`src/rtl/alu_issue_stage.sv`:
```
// ID/EX issue stage: decodes the MIPS instruction leaving ID, forwards operands,
// and registers the {ope_sel, data_a, data_b} triple consumed by the ALU in EX.
module alu_issue_stage #(
  parameter int NB_DATA = 32,
  parameter int NB_OPE  = 4
) (
  input  logic               i_clk,
  input  logic               i_rst,
  input  logic               i_valid,
  input  logic               i_stall,
  input  logic               i_flush,
  input  logic [5:0]         i_opcode,
  input  logic [5:0]         i_funct,
  input  logic [4:0]         i_shamt,
  input  logic [15:0]        i_imm,
  input  logic [NB_DATA-1:0] i_pc,
  input  logic [NB_DATA-1:0] i_rs_data,
  input  logic [NB_DATA-1:0] i_rt_data,
  input  logic [1:0]         i_fwd_a_sel,
  input  logic [1:0]         i_fwd_b_sel,
  input  logic [NB_DATA-1:0] i_exmem_data,
  input  logic [NB_DATA-1:0] i_memwb_data,
  output logic [NB_OPE-1:0]  o_ope_sel,
  output logic [NB_DATA-1:0] o_data_a,
  output logic [NB_DATA-1:0] o_data_b,
  output logic               o_valid,
  output logic               o_illegal
);

  typedef enum logic [NB_OPE-1:0] {
    OP_AND = NB_OPE'(0),  OP_OR  = NB_OPE'(1),  OP_ADD = NB_OPE'(2),
    OP_XOR = NB_OPE'(3),  OP_SUB = NB_OPE'(6),  OP_SLT = NB_OPE'(7),
    OP_SLL = NB_OPE'(8),  OP_SRL = NB_OPE'(9),  OP_SRA = NB_OPE'(10),
    OP_NOR = NB_OPE'(12), OP_JAL = NB_OPE'(13), OP_LUI = NB_OPE'(14),
    OP_ILL = NB_OPE'(15)
  } ope_e;

  logic [NB_DATA-1:0] fwd_a, fwd_b, sext, zext, link_addr;
  ope_e               dec_ope;
  logic [NB_DATA-1:0] dec_a, dec_b;
  logic               dec_illegal;

  // Encodings 0 and 3 both select the register file read.
  always_comb begin
    case (i_fwd_a_sel)
      2'd1:    fwd_a = i_exmem_data;
      2'd2:    fwd_a = i_memwb_data;
      default: fwd_a = i_rs_data;
    endcase
    case (i_fwd_b_sel)
      2'd1:    fwd_b = i_exmem_data;
      2'd2:    fwd_b = i_memwb_data;
      default: fwd_b = i_rt_data;
    endcase
  end

  assign sext      = {{(NB_DATA-16){i_imm[15]}}, i_imm};
  assign zext      = {{(NB_DATA-16){1'b0}}, i_imm};
  assign link_addr = i_pc + NB_DATA'(8);

  always_comb begin
    // NOTE: every output gets a default first so no path through the case infers a latch.
    dec_ope     = OP_AND;
    dec_a       = '0;
    dec_b       = '0;
    dec_illegal = 1'b0;
    if (i_opcode == 6'h00) begin
      case (i_funct)
        6'h00, 6'h02, 6'h03: begin
          dec_ope = (i_funct == 6'h00) ? OP_SLL : (i_funct == 6'h02) ? OP_SRL : OP_SRA;
          dec_a   = {{(NB_DATA-5){1'b0}}, i_shamt};
          dec_b   = fwd_b;
        end
        6'h04, 6'h06, 6'h07: begin
          dec_ope = (i_funct == 6'h04) ? OP_SLL : (i_funct == 6'h06) ? OP_SRL : OP_SRA;
          dec_a   = {{(NB_DATA-5){1'b0}}, fwd_a[4:0]};
          dec_b   = fwd_b;
        end
        6'h21: begin dec_ope = OP_ADD; dec_a = fwd_a; dec_b = fwd_b; end
        6'h23: begin dec_ope = OP_SUB; dec_a = fwd_a; dec_b = fwd_b; end
        6'h24: begin dec_ope = OP_AND; dec_a = fwd_a; dec_b = fwd_b; end
        6'h25: begin dec_ope = OP_OR;  dec_a = fwd_a; dec_b = fwd_b; end
        6'h26: begin dec_ope = OP_XOR; dec_a = fwd_a; dec_b = fwd_b; end
        6'h27: begin dec_ope = OP_NOR; dec_a = fwd_a; dec_b = fwd_b; end
        6'h2A: begin dec_ope = OP_SLT; dec_a = fwd_a; dec_b = fwd_b; end
        6'h09: begin dec_ope = OP_JAL; dec_a = link_addr; end
        default: begin dec_ope = OP_ILL; dec_illegal = 1'b1; end
      endcase
    end else begin
      case (i_opcode)
        6'h08, 6'h09: begin dec_ope = OP_ADD; dec_a = fwd_a; dec_b = sext; end
        6'h0A:        begin dec_ope = OP_SLT; dec_a = fwd_a; dec_b = sext; end
        6'h0C:        begin dec_ope = OP_AND; dec_a = fwd_a; dec_b = zext; end
        6'h0D:        begin dec_ope = OP_OR;  dec_a = fwd_a; dec_b = zext; end
        6'h0E:        begin dec_ope = OP_XOR; dec_a = fwd_a; dec_b = zext; end
        6'h0F:        begin dec_ope = OP_LUI; dec_a = NB_DATA'(16); dec_b = zext; end
        6'h20, 6'h21, 6'h23, 6'h24, 6'h25, 6'h28, 6'h29, 6'h2B: begin
          dec_ope = OP_ADD; dec_a = fwd_a; dec_b = sext;
        end
        6'h04, 6'h05: begin dec_ope = OP_SUB; dec_a = fwd_a; dec_b = fwd_b; end
        6'h03:        begin dec_ope = OP_JAL; dec_a = link_addr; end
        6'h02:        dec_ope = OP_AND;
        default:      begin dec_ope = OP_ILL; dec_illegal = 1'b1; end
      endcase
    end
  end

  // Priority: reset > flush > stall > load; an invalid load is a bubble.
  always_ff @(posedge i_clk) begin
    // NOTE: non-blocking assignments so every register updates from pre-edge values.
    if (i_rst || i_flush || (!i_stall && !i_valid)) begin
      o_ope_sel <= OP_AND;
      o_data_a  <= '0;
      o_data_b  <= '0;
      o_valid   <= 1'b0;
      o_illegal <= 1'b0;
    end else if (!i_stall) begin
      o_ope_sel <= dec_ope;
      o_data_a  <= dec_a;
      o_data_b  <= dec_b;
      o_valid   <= 1'b1;
      o_illegal <= dec_illegal;
    end
  end

endmodule

```
`config.mk`:
```
export PLATFORM = sky130hd
export DESIGN_NAME = alu_issue_stage
export DESIGN_NICKNAME = d
export VERILOG_FILES = /design/src/rtl/alu_issue_stage.sv
export SDC_FILE = /design/constraint.sdc
export NUM_CORES = 1
export LEC_CHECK = 0
export BUFFER_PORTS_ARGS = -buffer_cell sky130_fd_sc_hd__buf_2
export CELL_PAD_IN_SITES_DETAIL_PLACEMENT = 1
export CELL_PAD_IN_SITES_GLOBAL_PLACEMENT = 2
export CORE_MARGIN = 2
export CORE_UTILIZATION = 21
export CTS_CLUSTER_DIAMETER = 40
export DETAILED_ROUTE_END_ITERATION = 6
export PLACE_DENSITY = 0.77
export RECOVER_POWER = 25
export SYNTH_ARGS = -nofsm -noshare
export SYNTH_HDL_FRONTEND = slang
export SYNTH_SLANG_ARGS = --single-unit
```
`constraint.sdc`:
```
create_clock -name i_clk -period 1.64 [get_ports i_clk]
set_input_delay 0.164 -clock i_clk [delete_from_list [all_inputs] [get_ports i_clk]]
set_output_delay 0.164 -clock i_clk [all_outputs]
set_load 0.01 [all_outputs]
```
==> reports/metrics.cfg <==
[synthesis]
yosys.area.top_type = dfxtp_1
yosys-mux-area-fraction_pct = 0.195
synth.area.top_cells = dfxtp_1 (27%), a22oi_1 (13%), o21ai_0 (6.9%)
synth.cell_area_um2 = 5120
ys_types = 67
synth_area_in_xor_xnor_pct = 4.79
async_flop_share_pct = 0
syn-mean-instance-area_um2 = 7.33
synthSimpleGateAreaFrac_pct = 19.6
synth_top_cell_area_share_pct = 27.4
largest_family_of_logic_cells_by_synthesized_area = compound AO/OA/AOI/OAI gates
synth_edf_count = 0
postSynthRegisterBits = 70
synth_most_common_cell = nor2_1
synth_sequential_area_ratio_pct = 27.4
synth_compound_area_share_pct = 40.8
synth_ff_type = dfxtp_1
synth_warnings = 0
synth-adder-area-share_pct = 1.22
netlist_instances = 699
mappedNetlistNets = 906
synth_commonest_cells = nor2_1 (89), a22oi_1 (86), o21ai_0 (71), dfxtp_1 (70), a21oi_1 (55)

[timing]
period_share_pct = 92.0
max_clock_freq_mhz = 663
final-max-slew-violation-count = 0
setup_viol = 0
finalClockSkew_ns = 0
final_hold_viol_count = 0
slew_headroom_pct = 54.7
worst_slack_ns = 0.132
final_period_minus_worst_setup_slack_ns = 1.51
rsz0062_at_grt = false
worst_slew_pin_slew_ns = 0.679

[place]
preCtsSetupSlack_ns = -0.236
port-buffer-count = 271
dpl.hpwl_um = 22100
final_estimated_routing_congestion_in_global_placement = 0.832
place_area_um2 = 7670

[clocking]
cts-htree-levels = 3
bufs_on_longest_clock_path = 2
insertion_delay_ns = 0.34
postCtsHoldBufs = 0
tritoncts_num_sinks = 70
cts_tree = done
cts_inserted_buffers = 9
clk_pin_slew_ns = 0.06
cts_root_buffer = clkbuf_16

[global_route]
grt-ovfl-total = 0
globalRouteMet2Util_pct = 33.4
grt-busiest-layer = met2
grt_pass1_vias = 6978
grt_util_met3_pct = 5.12
grtUsageTotal_pct = 20.2
first_pass_grt_wire_length_um = 40500
largest_net_degree_at_the_start_of_global_routing = 49
antenna_violations_before_repair = 3
met1_resource_use_gr_pct = 26.6

[power]
max_vdd_drop_uv = 515
power_density_nw_per_um2 = 647
fin_total_pwr_mw = 5.12
static-leakage-power_nw = 3.44

[die]
start_util_pct = 21.2
die_h_um = 160
die_area_um2 = 25700
fp.coreArea_um2 = 24100
die_w_um = 160
num_io_pins = 272
core.rowCount = 57

[critical_path]
critPathRequiredTime_ns = 1.85
worst-setup-path-type = input pin to flop
crit_arrival_ns = 1.72
timing.critical_path.fanout_max = 16
cp_slowest_stage_delay_ns = 0.35
cell_type_of_the_slowest_stage_on_the_worst_timing_path = o211ai_1
end_kind = flop
cp_num_buf_inv = 2
timing.critical_path.mode_cell = o21ai_0
critPathTopFamily = compound AO/OA/AOI/OAI gates
timing.critical_path.cells = buf_2 -> nor2_1 -> o211ai_1 -> o21ai_0 -> and3_1 -> buf_12 -> a22oi_1 -> o21ai_0
critical_path.startpoint_type = input pin

[worst_hold_path]
worstHoldPathType = input pin to flop

[routing]
routed_wl_um = 26500
initialDrtViolationCount = 427
drc_errors = 0
ant_nets = 0
first_pass_iters = 5
dr_wl_cell_um = 19.4
vias_per_cell = 4.91
vias = 6710

[layout]
layout.filler_cells = 3094
post_route_cells_drive_above_1_share_pct = 38.6
nNetsFinal = 1245
area_growth_syn_to_layout_pct = 54.4
post-route-cell-area_um2 = 7910
postLayoutCoreUtil_pct = 32.8

[run_status]
status = finished clean

[flow_run]
maxCapViolCount = 0

[state kept, by name (all words and copies together) (netlist names)]
name,flops
o_data_a,32
o_data_b,32
o_ope_sel,4
o_illegal,1
o_valid,1
[what timing repair did]
| item | 4_1_cts | 5_1_grt |
|---|---|---|
| gates resized for setup | 0 | 2 |
| endpoints found under the setup margin | 0 | 2 |
| setup buffers | 0 | 0 |
[power by group]
part           internal (mW)  switching [mW]  leakage [nW]
registers               1.73          0.0188         0.566
logic                  0.670           0.807          2.74
clock network           1.16           0.733         0.133
[area by class of cell]
cell class              count  area, µm²  area share, %
diodes                      2       5.00         0.0633
clock buffers              12        236           2.99
clock inverters             2       35.0          0.443
inverters                  11       41.3          0.522
multi-input cells         559       3450           43.6
flip-flops and latches     70       1400           17.7
well taps                 324        405           5.12
repair buffers            387       2330           29.5
[logic make-up (layout without fill, tap and decap cells)]
| kind of cell | count (synthesis) | in the layout |
|---|---|---|
| compound gates | 312 | 312 |
| xor+xnor | 28 | 28 |
| fa+ha+maj | 5 | 5 |
| buf+inv | 70 | 412 |
| flops | 70 | 70 |
| mux | 1 | 1 |
| other cells | 0 | 2 |
| simple gates | 213 | 213 |
[routing by layer]
metal | routed length (µm) | part of all wire (%)
met5 | 0 | 0
met3 | 1810 | 6.8
met4 | 364 | 1.4
met2 | 12200 | 46
met1 | 12100 | 46
[per-stage QoR]
stage                     hold slack, ns  cells  TNS (ns)
after floorplan                    0.295    699    -0.416
after global placement             0.390   1351     -9.49
after detailed placement           0.395   1351    -10.72
after CTS                         0.0355   1365         0
after global routing              0.0482   1367         0
final                             0.0459   1367         0
[cell usage in the layout (no fill, tap or decap), types with 5 or more instances in the layout]
master,n
nand4_1,9
nor2_1,89
and3_1,6
buf_2,237
nor4_1,6
buf_12,12
o22ai_1,26
o21ai_1,5
o21ai_2,8
dfxtp_1,70
nor2b_1,8
o211a_1,5
a22oi_1,84
a221oi_1,7
nand2_1,50
buf_4,104
xor2_1,16
o221ai_1,6
inv_1,11
clkbuf_16,9
nor3_1,7
o21ai_0,71
xnor2_1,12
a2bb2oi_1,5
nand3_1,13
clkbuf_1,37
a21oi_1,55
[worst paths after layout]
kind / from / endpoint / slack [ns] / cells after the start
setup / recovery: i_opcode[1] / o_data_b[10]$_SDFFE_PP0N_ / 0.13 / 8
hold / removal: i_imm[6] / o_data_b[6]$_SDFFE_PP0N_ / 0.05 / 3
setup reg to reg: o_ope_sel[1]$_SDFFE_PP0N_ / o_ope_sel[1]$_SDFFE_PP0N_ / 0.73 / 2
hold reg to reg: o_data_a[15]$_SDFFE_PP0N_ / o_data_a[15]$_SDFFE_PP0N_ / 0.45 / 1
[worst register-to-register path, stage by stage (launching register included)]
cell and delay, ns:
dfxtp_1 0.33, a222oi_1 0.34, a211oi_1 0.12
No activity file was read; power rests on OpenSTA's default activity.
